### src/rtl/uart_pkg.sv
// Shared definitions for the UART transmit path: FSM encoding, data width,
// and the clocks-per-bit derivation used to size the baud counter.
package uart_pkg;

    localparam int DATA_W = 8;

    typedef enum logic [2:0] {
        IDLE   = 3'd0,
        START  = 3'd1,
        DATA   = 3'd2,
        PARITY = 3'd3,
        STOP   = 3'd4
    } state_t;

    function automatic int calc_clks_per_bit(input int clk_freq, input int baud_rate);
        return clk_freq / baud_rate;
    endfunction

    function automatic int cnt_width(input int clks);
        return (clks > 1) ? $clog2(clks) : 1;
    endfunction

endpackage

### src/rtl/uart_baud_tick.sv
// Bit-period counter: counts 0..CLKS_PER_BIT-1 while enabled, restarts on request.
// tick is high on the edge that closes a bit period; no backpressure.
module uart_baud_tick
    import uart_pkg::*;
#(
    parameter int CLKS_PER_BIT = 868
) (
    input  logic clk,
    input  logic reset,
    input  logic restart,
    input  logic enable,
    output logic tick
);

    localparam int            CW   = cnt_width(CLKS_PER_BIT);
    localparam logic [CW-1:0] LAST = CW'(CLKS_PER_BIT - 1);

    logic [CW-1:0] cnt;

    always_ff @(posedge clk or posedge reset) begin
        if (reset) begin
            cnt <= '0;
        end else if (restart || !enable || cnt == LAST) begin
            cnt <= '0;
        end else begin
            cnt <= cnt + CW'(1);
        end
    end

    assign tick = enable && (cnt == LAST);

endmodule

### src/rtl/uart_tx_serializer.sv
// UART transmitter: start + 8 data bits LSB-first + optional parity + stop bit(s).
// Accepts send one edge after request when idle; send while busy is dropped, not queued.
module uart_tx_serializer
    import uart_pkg::*;
#(
    parameter int CLK_FREQ     = 100_000_000,
    parameter int BAUD_RATE    = 115_200,
    parameter int CLKS_PER_BIT = calc_clks_per_bit(CLK_FREQ, BAUD_RATE),
    parameter int PARITY_EN    = 0,
    parameter int PARITY_ODD   = 0,
    parameter int STOP_BITS    = 1
) (
    input  logic              clk,
    input  logic              reset,
    input  logic              send,
    input  logic [DATA_W-1:0] transmit_data,
    output logic              tx,
    output logic              busy,
    output logic              tx_done,
    output logic [15:0]       byte_count
);

    state_t            state;
    logic [DATA_W-1:0] shreg;
    logic [2:0]        bit_idx;
    logic              stop_idx;
    logic              parity_bit;
    logic              accept;
    logic              baud_en;
    logic              tick;

    assign accept  = (state == IDLE) && send;
    assign baud_en = (state != IDLE);

    uart_baud_tick #(
        .CLKS_PER_BIT(CLKS_PER_BIT)
    ) u_baud (
        .clk    (clk),
        .reset  (reset),
        .restart(accept),
        .enable (baud_en),
        .tick   (tick)
    );

    always_ff @(posedge clk or posedge reset) begin
        if (reset) begin
            state      <= IDLE;
            shreg      <= '0;
            bit_idx    <= '0;
            stop_idx   <= 1'b0;
            parity_bit <= 1'b0;
            tx         <= 1'b1;
            busy       <= 1'b0;
            tx_done    <= 1'b0;
            byte_count <= '0;
        end else begin
            tx_done <= 1'b0;
            case (state)
                IDLE: begin
                    tx <= 1'b1;
                    if (accept) begin
                        // Parity is taken from the captured byte, since shreg is consumed by shifting.
                        shreg      <= transmit_data;
                        parity_bit <= (^transmit_data) ^ (PARITY_ODD != 0);
                        bit_idx    <= '0;
                        busy       <= 1'b1;
                        tx         <= 1'b0;
                        state      <= START;
                    end
                end
                START: begin
                    if (tick) begin
                        tx    <= shreg[0];
                        state <= DATA;
                    end
                end
                DATA: begin
                    if (tick) begin
                        if (bit_idx == 3'(DATA_W - 1)) begin
                            stop_idx <= 1'b0;
                            if (PARITY_EN != 0) begin
                                tx    <= parity_bit;
                                state <= PARITY;
                            end else begin
                                tx    <= 1'b1;
                                state <= STOP;
                            end
                        end else begin
                            tx      <= shreg[1];
                            shreg   <= shreg >> 1;
                            bit_idx <= bit_idx + 3'd1;
                        end
                    end
                end
                PARITY: begin
                    if (tick) begin
                        tx    <= 1'b1;
                        state <= STOP;
                    end
                end
                STOP: begin
                    if (tick) begin
                        if (stop_idx == 1'(STOP_BITS - 1)) begin
                            busy       <= 1'b0;
                            tx_done    <= 1'b1;
                            byte_count <= byte_count + 16'd1;
                            state      <= IDLE;
                        end else begin
                            stop_idx <= stop_idx + 1'b1;
                        end
                    end
                end
                default: begin
                    tx    <= 1'b1;
                    busy  <= 1'b0;
                    state <= IDLE;
                end
            endcase
        end
    end

endmodule

### config.mk
export PLATFORM = sky130hd
export DESIGN_NAME = uart_tx_serializer
export DESIGN_NICKNAME = d
export VERILOG_FILES = /design/src/rtl/uart_pkg.sv /design/src/rtl/uart_baud_tick.sv /design/src/rtl/uart_tx_serializer.sv
export SDC_FILE = /design/constraint.sdc
export NUM_CORES = 1
export LEC_CHECK = 0
export ABC_AREA = 1
export BUFFER_PORTS_ARGS = -buffer_cell sky130_fd_sc_hd__buf_2
export CORE_UTILIZATION = 50
export DETAILED_ROUTE_END_ITERATION = 7
export PLACE_DENSITY_LB_ADDON = 0.05
export SLEW_MARGIN = 20
export SYNTH_ARGS = -nofsm -noshare
export SYNTH_HDL_FRONTEND = slang
export SYNTH_SLANG_ARGS = --single-unit
### constraint.sdc
create_clock -name clk -period 2 [get_ports clk]
set_input_delay 0.4 -clock clk [delete_from_list [all_inputs] [get_ports clk]]
set_output_delay 0.4 -clock clk [all_outputs]
set_load 0.05 [all_outputs]
# ---- After elaboration in Yosys (flattened, before gate mapping)
# Index checks and enable logic that the tools add are counted.
dict set report op_classes {
  add_sub_neg 4
  eq_ne 14
  mux 35
  bitwise 3
  n_reduce_logical 16
}
# op n
set op_table {}
lappend op_table {{3-bit 2-to-1 mux} 10}
lappend op_table {{8-bit 2-to-1 mux} 3}
lappend op_table {{16-bit by 1-bit adder with 16-bit output, second input constant} 1}
lappend op_table {{8-bit one-hot mux with 2 select lines} 1}
lappend op_table {{4-bit AND reduction} 4}
lappend op_table {{1-bit 2-to-1 mux} 15}
lappend op_table {{3-bit one-hot mux with 5 select lines} 1}
lappend op_table {{2-bit inequality test, second input constant} 7}
lappend op_table {{10-bit by 1-bit adder with 10-bit output, second input constant} 1}
lappend op_table {{10-bit == test, second input constant} 1}
lappend op_table {{10-bit 2-to-1 mux} 1}
lappend op_table {{7-bit AND reduction} 1}
lappend op_table {{3-bit by 2-bit == test with 1-bit output, second input constant} 2}
lappend op_table {{3-bit == test, second input constant} 2}
lappend op_table {{3-bit one-hot mux with 2 select lines} 1}
lappend op_table {{1-bit one-hot mux with 5 select lines} 1}
lappend op_table {{2-bit nonzero test} 2}
lappend op_table {{3-bit by 1-bit adder with 3-bit output, second input constant} 1}
lappend op_table {{3-bit by 1-bit == test with 1-bit output, second input constant} 1}
lappend op_table {{3-bit logical NOT} 1}
lappend op_table {{1-bit NOT} 3}
lappend op_table {{1-bit one-hot mux with 3 select lines} 1}
lappend op_table {{3-bit AND reduction} 1}
lappend op_table {{3-bit nonzero test} 1}
lappend op_table {{other kinds (7)} 9}
dict set report word_totals {
  ff_bits 44
  inputBits 11
  output_inout_bits 19
  wordCells 81
}

# ---- Longest topological paths before layout
# Gate-level depths: netlist of the first run.
dict set report depth {
  depth_word 5
  mapped_depth 9
  ltp_nobuf 8
}

# ---- Hierarchy
# Synthesis of the first run repeated with hierarchy kept, for this count alone.
dict set report unflattened {
  hier_cells 320
  hier_area_um2 2389.8
}
# mod n_inst cells_each area_each_um2 seq_area_each_um2
set by_module_without_submodules {}
lappend by_module_without_submodules {uart_tx_serializer 1 242 1805.5 827.0}
lappend by_module_without_submodules {uart_baud_tick 1 78 584.3 250.2}

# ---- Worst setup path before layout of the first run
# No wires, ideal clock.
dict set report synth_path {
  kind {register to register}
  startpoint {register byte_count[0]}
  endpoint {register byte_count[14]}
  setup_time_ps 127
  t_arrival_ps 1596
  required_time_ps 1873
  path_slack_ps 277
  path_stages_with_launch 9
  n_path_buf 0
  period_less_slack_ps 1723
  cell_sequence {dfrtp_1 ha_1 inv_1 nor3_1 nand3_1 nand2_1 nand2_1 nand2_1 o21ai_0}
}
dict set report synth_between {
  elab_chain_cells 1
}
# item line
set synth_rtl {}
lappend synth_rtl {{from (decl)} uart_tx_serializer.sv:20} ;# output logic [15:0] byte_count
lappend synth_rtl {{from (signal assigned)} uart_tx_serializer.sv:106} ;# byte_count <= byte_count + 16'd1;
lappend synth_rtl {{16-bit by 1-bit adder with 16-bit output} uart_tx_serializer.sv:106}
# Every way passes these cells.
# A chain may end at the register's enable or synchronous reset.

# ---- Worst setup path in the final report of the first run
dict set report layout_path {
  startpoint {register bit_idx[0]}
  endpoint {register shreg[4]}
}
dict set report layout_between {
  elab_chain_cells 3
}
# item line
set layout_rtl {}
lappend layout_rtl {{from (decl)} uart_tx_serializer.sv:25} ;# logic [2:0] bit_idx;
lappend layout_rtl {{from (signal assigned)} uart_tx_serializer.sv:91} ;# bit_idx <= bit_idx + 3'd1;
lappend layout_rtl {{3-bit == test} uart_tx_serializer.sv:79} ;# if (bit_idx == 3'(DATA_W - 1)) begin
lappend layout_rtl {{2-bit inequality test (no source line)} n/a}
lappend layout_rtl {{4-bit AND reduction (no source line)} n/a}
lappend layout_rtl {{to (signal assigned)} uart_tx_serializer.sv:63} ;# shreg <= transmit_data;
lappend layout_rtl {{to (signal assigned)} uart_tx_serializer.sv:90} ;# shreg <= shreg >> 1;
lappend layout_rtl {{to (decl)} uart_tx_serializer.sv:24} ;# logic [DATA_W-1:0] shreg;
# Every way passes these cells.

==> results of run 1 <==
report_power, final:
part | leakage, nW | total [mW] | switching [mW] | internal [mW]
clock network | 0.0515 | 0.607 | 0.292 | 0.315
logic | 0.764 | 0.0334 | 0.0226 | 0.0107
registers | 0.578 | 0.869 | 0 | 0.869
area by class of cell:
type                            count  area [um2]  share of cell area, %
Tap cell                           52        65.1                   2.50
Inverter                           31         116                   4.47
Multi-Input combinational cell    202        1080                   41.7
Clock buffer                        8         100                   3.84
Sequential cell                    43        1080                   41.4
Timing Repair Buffer               31         160                   6.15
critical path: cells and delay by family (launching register included):
family,cells,cell delay [ns]
flops,1,0.40
compound gates,1,0.06
simple gates,4,0.65
fa+ha+maj,2,0.40
Yosys cell counts:
cell type,n,area (um2)
ha_1,4,50.1
inv_1,31,116
nor3_1,13,65.1
nor2_2,2,12.5
nand2_1,79,297
nand4_1,11,68.8
nand2_4,3,33.8
nand3_1,17,85.1
o21ai_2,9,78.8
o31ai_1,1,7.51
buf_6,2,22.5
nor3b_1,2,15.0
mux2i_1,7,70.1
dfrtp_1,42,1050
xor2_1,10,87.6
nor2_4,1,11.3
xnor2_1,2,17.5
and3_1,1,6.26
dfstp_2,1,26.3
or2_4,1,8.76
nand3_2,1,10.0
and2_1,1,6.26
a21oi_1,5,25.0
nor2_1,25,93.8
o21ai_1,1,5.00
o21ai_0,6,30.0
buf_2,2,10.0
state kept, by name (all words and copies together) (netlist names):
signal      flops
tx_done         1
state           3
tx              1
busy            1
u_baud.cnt     10
bit_idx         3
byte_count     16
shreg           8
cell families after synthesis:
logic type      count (synthesis)  share of synthesized area, %
simple gates                  157                          30.9
flops                          43                          46.6
buf+inv                        35                          6.44
compound gates                 22                          6.33
xor+xnor                       12                          4.55
mux                             7                          3.03
fa+ha+maj                       4                          2.17
per-layer routing:
metal	track usage [%]	share of wire, %	vias to the layer above
li1	-	-	972
met1	28.7	50	835
met2	32.1	44	46
met3	4.91	4.7	6
met4	6.67	1.4	0
met5	0	0	-
how the worst min path moves through the flow:
stage	start	to	slack (ns)	cells past startpoint
final	reset	byte_count[2]	0.22	3
after global routing	reset	byte_count[3]	0.28	3
after CTS	reset	byte_count[3]	0.24	3
after global placement	u_baud.cnt[0]	u_baud.cnt[0]	0.45	1
after detailed placement	u_baud.cnt[0]	u_baud.cnt[0]	0.45	1
after floorplan	u_baud.cnt[0]	u_baud.cnt[0]	0.43	1
==> impl_metrics.json, run 1 <==
{
  "postCtsSetupRepairBufs": 0,
  "ant_nets": 0,
  "layout_setup_ws_ns": 0.359,
  "cp_slowest_cell": "dfrtp_1",
  "synth.avg_cell_area_um2": 8.25,
  "ys_warn_count": 0,
  "worstPathRequired_ns": 2.18,
  "r2r_cells": 7,
  "power.leakage_nw": 1.39,
  "ios": 30,
  "initial_utilization_pct": 52.7,
  "grt_setup_unrepaired": "false",
  "period_needed_ns": 1.64,
  "antenna_found_initial": 0,
  "r2r_slack_ns": 0.36,
  "total_power_mw": 1.51,
  "pre_cts_ws_ns": 0.353,
  "drive_above_1_share_pct": 17.8,
  "n_antenna_cell": 0,
  "rows": 24,
  "criticalPathCategory": "flop to flop",
  "critical-path-max-stage-delay_ns": 0.40,
  "design_area_um2": 2600,
  "peakVddDrop_mv": 0.316,
  "layout_common_cells": "nand2_1 (79), dfrtp_1 (42), inv_1 (30)",
  "drc": 0,
  "place_inst": 359,
  "synth_seq_cells": 43,
  "wl_per_cell_um": 12.3,
  "track_usage_pct": 20.7,
  "placed_area_um2": 2500,
  "layout_worst_path_cycle_share_pct": 82.1,
  "syn-num-nets": 295,
  "arrival_ns": 1.82,
  "cts_tree": "done",
  "cts_sinks": 43,
  "fp.dieH_um": 70.0,
  "dr.pass1.iters": 4,
  "ys_seq_area_share_pct": 46.6,
  "area_growth_pct": 12.7,
  "fin_util_pct": 59.4,
  "finalSetupViolations": 0,
  "vias_per_cell": 5.07,
  "synth_cell_types": 27,
  "grt_max_degree": 44,
  "die_x_um": 70.0,
  "nets": 329,
  "dr_total_vias": 1859,
  "hold_slack_ns": 0.223,
  "ctsHoldBuffers": 0,
  "p_per_area_nw_per_um2": 580,
  "final.setup.tns_ns": 0,
  "cp_cell_sequence": "ha_1 > ha_1 > or2_4 > nand2_4 > nand2_4 > nand2_1 > o21ai_2",
  "worst_r2r_endpoint": "shreg[4]",
  "routed_wl_mm": 4.50,
  "clk_pin_slew_worst_paths_ns": 0.08,
  "numCtsBuffers": 5,
  "final_hold_viol_count": 0,
  "grt-ovfl-total": 0,
  "crit_fanout": 20,
  "drv_slew": 0,
  "crit_path_end": "shreg[4]",
  "core_um2": 4380,
  "cts_resized": 0,
  "die-area_um2": 4900,
  "max_clock_freq_ghz": 0.609,
  "synthCells": 280,
  "cts_buffer_depth": 2,
  "grt_pass1_vias": 1794,
  "dpl.hpwl_mm": 3.38,
  "fillers": 423,
  "grt_pass1_wl_mm": 8.06,
  "fin_cells": 367,
  "fin_skew_ns": 0.00729,
  "endpoint_kind": "flop",
  "hp-class": "input pin to asynchronous set/reset pin",
  "clk_latency_ns": 0.30,
  "htreeDepth": 2,
  "synth_area_um2": 2310,
  "tightest_slew_ns": 0.538,
  "startpoint": "bit_idx[0]",
  "drt_iter0_markers": 133,
  "portBuffers": 29,
  "reg2reg_from": "bit_idx[0]",
  "routabilityCongestion": 0.820,
  "cp-start-kind": "flop",
  "slew_headroom_pct": 64.1,
  "layout_commonest_cell": "nand2_1",
  "drv_cap": 0,
  "cts-root-buf": "clkbuf_8",
  "status": "complete, no violations"
}
(Power assumes the default switching activity.)
==> run 2: changes to the inputs <==
Clock period 2 ns to 1.4 ns, I/O delays scaled along.
==> run 2 against run 1 <==
Compared with the run above: the flow now finishes with violations (setup timing); via count up 11%; critical path depth unchanged; largest power group unchanged; register-to-register slack lost 0.43 ns; core utilization grew 12 points; highest routed layer unchanged; sequential cell count unchanged; sequential share of layout area is 6.2 points lower; combinational power rose by 60%; sequential power rose by 43%.
==> impl_metrics.json, run 2 (synthesis gave the netlist of run 1 again) <==
{
  "status": "finished, violations left",
  "violations": "setup timing",
  "drt_iter0_markers": 92,
  "fin_cells": 400,
  "top_register": "byte_count",
  "dpl.hpwl_mm": 3.65,
  "vias_per_cell": 5.15,
  "ctsHoldBuffers": 0,
  "p_per_area_nw_per_um2": 664,
  "antenna_found_initial": 0,
  "dr.max_layer_used": "met4",
  "reg.largest.list": "byte_count: 16 flops, u_baud.cnt: 10 flops, shreg: 8 flops",
  "drive_above_1_share_pct": 40.8,
  "final_hold_viol_count": 0,
  "grt_pass1_vias": 1914,
  "die_x_um": 70.0,
  "layout_worst_path_cycle_share_pct": 105,
  "r2r_cells": 7,
  "cp-start-kind": "flop",
  "initial_utilization_pct": 52.7,
  "wl_met3_um": 142,
  "cts-root-buf": "clkbuf_8",
  "drc": 0,
  "nets": 362,
  "grt-ovfl-total": 0,
  "cp_slowest_cell": "dfrtp_1",
  "tightest_slew_ns": 0.369,
  "rows": 24,
  "drv_cap": 0,
  "peakVddDrop_mv": 0.503,
  "wl_per_cell_um": 13.1,
  "fp.dieH_um": 70.0,
  "critical-path-max-stage-delay_ns": 0.40,
  "layout_common_cells": "nand2_1 (69), dfrtp_1 (29), buf_2 (28), buf_4 (28), inv_1 (25)",
  "period_needed_ns": 1.47,
  "n_antenna_cell": 0,
  "layout_setup_ws_ns": -0.0745,
  "portBuffers": 29,
  "grt_setup_unrepaired": "true",
  "grt_max_degree": 44,
  "core_um2": 4380,
  "clk_pin_slew_worst_paths_ns": 0.08,
  "layout_commonest_cell": "nand2_1",
  "wl_met2_mm": 2.45,
  "cts_buffer_depth": 2,
  "fillers": 337,
  "htreeDepth": 2,
  "fin_skew_ns": 0.00941,
  "ios": 30,
  "crit_fanout": 3,
  "numCtsBuffers": 5,
  "endpoint_kind": "flop",
  "criticalPathCategory": "flop to flop",
  "largest_reg_flops": 16,
  "die-area_um2": 4900,
  "routabilityCongestion": 0.860,
  "wl_met1_mm": 2.57,
  "grt_pass1_wl_mm": 8.67,
  "cts_sinks": 43,
  "slew_headroom_pct": 75.2,
  "max_clock_freq_ghz": 0.678,
  "track_usage_pct": 22.5,
  "drv_slew": 0,
  "area_growth_pct": 34.5,
  "fin_util_pct": 70.9,
  "ant_nets": 0,
  "routed_wl_mm": 5.25,
  "finalSetupViolations": 16,
  "cp_cell_sequence": "ha_2 > ha_4 > or2_4 > nand2_8 > buf_6 > nand3_2 > o21ai_1",
  "dr.pass1.iters": 4,
  "dr_total_vias": 2060,
  "hp-class": "input pin to asynchronous set/reset pin",
  "cts_tree": "done",
  "power.leakage_nw": 1.56,
  "place_inst": 388,
  "worstPathRequired_ns": 1.63,
  "arrival_ns": 1.71,
  "clk_latency_ns": 0.30
}
run 2: changes by cell type in the layout (fill, tap and decap cells not counted), sizes merged:
cell / before / now
buf: 31 / 62
clkinv: 1 / 4
clkbuf: 8 / 6
nand2: 82 / 83
run 2: power by group:
group	leakage (nW)	switching, mW	internal (mW)	total [mW]
sequential	0.556	0	1.24	1.24
combinational	0.955	0.0341	0.0194	0.0534
clock	0.0477	0.429	0.342	0.771
run 2: worst max-delay path, delay by kind of cell (launching register included):
kind                       cells  cell delay [ns]
AOI/OAI and AO/OA              1             0.11
DFF                            1             0.40
adders and majority gates      2             0.37
and+or+nand+nor                3             0.41
buffers and inverters          1             0.11
run 2: metrics by stage:
stage	setup TNS [ns]	total power, mW	area [um2]	setup slack (ns)	hold WS, ns
CTS	-1.03	2.09	3010	-0.0773	0.00554
finish	-0.867	2.06	3110	-0.0745	0.00674
global placement	-1.29	1.32	2810	-0.107	0.327
floorplan	-0.590	1.29	2380	-0.0582	0.425
detailed placement	-2.18	1.32	2810	-0.143	0.333
global route	-3.64	2.14	3110	-0.128	0.0288
run 2: worst paths after layout:
check	start	to	slack, ns
hold reg to reg	shreg[7]	shreg[7]	0.49
hold / removal	reset	u_baud.cnt[2]	0.007
setup / recovery	bit_idx[1]	bit_idx[0]	-0.07
setup reg to reg	bit_idx[1]	bit_idx[0]	-0.07
max in group asynchronous	reset	tx	1.13
min in group clk	transmit_data[7]	shreg[7]	0.23
run 2: repair_timing:
item | CTS | global route
pin swaps | 9 | 9
buffers inserted | 1 | 2
endpoints found under the setup margin | 31 | 39
endpoints found under the hold margin | 0 | 0
resized for setup | 24 | 22
gates cloned | 1 | 0
run 2: area by class of cell:
cell class	count	area, um2	share of cell area (%)
clock buffers	5	68.8	2.21
inverters	31	116	3.74
multi-input cells	203	1300	41.7
flip-flops and latches	43	1090	35.2
clock inverters	3	15.0	0.483
well taps	52	65.1	2.09
repair buffers	63	452	14.5
run 2: layer usage:
layer  vias to the layer above  track usage, %
met5                         -               0
met4                         0            8.44
met3                         8            3.75
met2                        35            35.1
met1                       971            31.6
li1                       1046               -
==> run 3: changes to the inputs <==
Settings changed: CORE_MARGIN from default to 2.
==> run 3 against run 2 <==
Compared with the run above: the flow finishes with violations (hold timing, setup timing); power up 19%; clock-buffer cell count unchanged; clock skew shrank 0.0055 ns; via count grew 0.15%; final area is 0.97% higher; sequential cell count is the same; die area rose by 5.8%; worst setup slack better by 0.015 ns; non-clock buffer count decreased by 3; sequential share of layout area shrank 0.38 points; clock power is 50% higher.
==> impl_metrics.json, run 3 (synthesis gave the netlist of run 1 again) <==
{
  "arrival_ns": 1.69,
  "power.leakage_nw": 1.57,
  "fp.dieH_um": 72.0,
  "criticalPathCategory": "flop to flop",
  "cts-root-buf": "clkbuf_8",
  "nets": 359,
  "portBuffers": 29,
  "cts_sinks": 43,
  "wl_per_cell_um": 13.1,
  "die-area_um2": 5180,
  "cts_tree": "done",
  "critical-path-max-stage-delay_ns": 0.40,
  "dr_total_vias": 2063,
  "cp-start-kind": "flop",
  "fin_cells": 397,
  "finalSetupViolations": 20,
  "clk_pin_slew_worst_paths_ns": 0.08,
  "hp-class": "input pin to asynchronous set/reset pin",
  "antenna_found_initial": 0,
  "dpl.hpwl_mm": 3.65,
  "violations": "hold timing, setup timing",
  "grt_max_degree": 44,
  "drv_slew": 0,
  "worstPathRequired_ns": 1.63,
  "routed_wl_mm": 5.22,
  "numCtsBuffers": 5,
  "routabilityCongestion": 0.917,
  "clk_latency_ns": 0.30,
  "layout_worst_path_cycle_share_pct": 104,
  "vias_per_cell": 5.20,
  "rows": 24,
  "slew_headroom_pct": 77.6,
  "total_power_mw": 2.45,
  "grt_pass1_wl_mm": 8.93,
  "initial_utilization_pct": 52.4,
  "layout_common_cells": "nand2_1 (68), dfrtp_1 (30), buf_2 (28), buf_4 (28), inv_1 (27)",
  "area_growth_pct": 35.8,
  "n_antenna_cell": 0,
  "reg.largest.list": "byte_count: 16 flops, u_baud.cnt: 10 flops, shreg: 8 flops",
  "peakVddDrop_mv": 0.479,
  "final_hold_viol_count": 4,
  "core_um2": 4410,
  "grt_pass1_vias": 1955,
  "place_inst": 386,
  "crit_fanout": 3,
  "max_clock_freq_ghz": 0.685,
  "layout_setup_ws_ns": -0.0599,
  "cts_buffer_depth": 2,
  "dr.pass1.iters": 4,
  "fin_skew_ns": 0.00393,
  "cp_slowest_cell": "dfrtp_1",
  "grt-ovfl-total": 0,
  "drive_above_1_share_pct": 39.7,
  "ant_nets": 0,
  "hold_slack_ns": -0.00359,
  "drv_cap": 0,
  "p_per_area_nw_per_um2": 781,
  "tightest_slew_ns": 0.335,
  "largest_reg_flops": 16,
  "htreeDepth": 2,
  "layout_commonest_cell": "nand2_1",
  "drc": 0,
  "track_usage_pct": 22.1,
  "pre_cts_ws_ns": -0.166,
  "period_needed_ns": 1.46,
  "die_x_um": 72.0,
  "grt_setup_unrepaired": "true",
  "top_register": "byte_count",
  "ios": 30,
  "drt_iter0_markers": 96,
  "fillers": 349,
  "ctsHoldBuffers": 0,
  "status": "finished, violations left",
  "cp_cell_sequence": "ha_2 > ha_4 > or2_4 > nand2_8 > buf_6 > nand3_2 > o21ai_1",
  "endpoint_kind": "flop"
}
## run 3: worst max-delay path, delay by kind of cell, from the launching register on
kind	cells	cell delay (ns)
simple gates	3	0.40
compound gates	1	0.12
flops	1	0.40
buf+inv	1	0.11
fa+ha+maj	2	0.36
## run 3: per-stage QoR
step	instance area, um2	util, %	TNS [ns]
2_1_floorplan	2380	-	-0.590
3_3_place_gp	2780	63.1	-1.66
3_5_place_dp	2780	63.1	-2.61
4_1_cts	3050	69.1	-0.783
5_1_grt	3140	71.1	-3.06
6_report	3140	71.1	-0.682
## run 3: final timing paths
| check | from | endpoint | slack (ns) | cells past startpoint |
|---|---|---|---|---|
| max in group asynchronous | reset | tx | 1.13 | 3 |
| worst min register to register | busy | busy | 0.47 | 2 |
| min in group clk | transmit_data[7] | shreg[7] | 0.21 | 3 |
| worst min-delay path | reset | u_baud.cnt[3] | -0.004 | 3 |
| worst max-delay path | bit_idx[0] | bit_idx[0] | -0.06 | 7 |
| worst max register to register | bit_idx[0] | bit_idx[0] | -0.06 | 7 |
## run 3: area by class of cell
| type | count | area, um2 | area share (%) |
|---|---|---|---|
| Inverter | 31 | 116 | 3.71 |
| Multi-Input combinational cell | 203 | 1320 | 42.2 |
| Clock buffer | 5 | 68.8 | 2.19 |
| Clock inverter | 3 | 67.6 | 2.15 |
| Sequential cell | 43 | 1090 | 34.8 |
| Tap cell | 52 | 65.1 | 2.07 |
| Timing Repair Buffer | 60 | 404 | 12.9 |
## run 3: report_power, final
part | total [mW] | switching (mW) | internal (mW)
sequential | 1.24 | 0 | 1.24
combinational | 0.0525 | 0.0332 | 0.0193
clock | 1.16 | 0.447 | 0.711
## run 3: per-layer routing
layer | vias to the layer above | GRT usage, % | wire length [um] | share of wire [%]
li1 | 1039 | - | - | -
met1 | 980 | 29.3 | 2390 | 46
met2 | 36 | 37.0 | 2610 | 50
met3 | 8 | 3.33 | 144 | 2.8
met4 | 0 | 7.55 | 78 | 1.5
met5 | - | 0 | 0 | 0
## run 3: repair_timing
| action | in CTS | in global routing |
|---|---|---|
| setup endpoints to repair | 32 | 40 |
| buffers inserted | 1 | 1 |
| pin swaps | 4 | 8 |
| resized for setup | 24 | 20 |
| cloned | 1 | 0 |
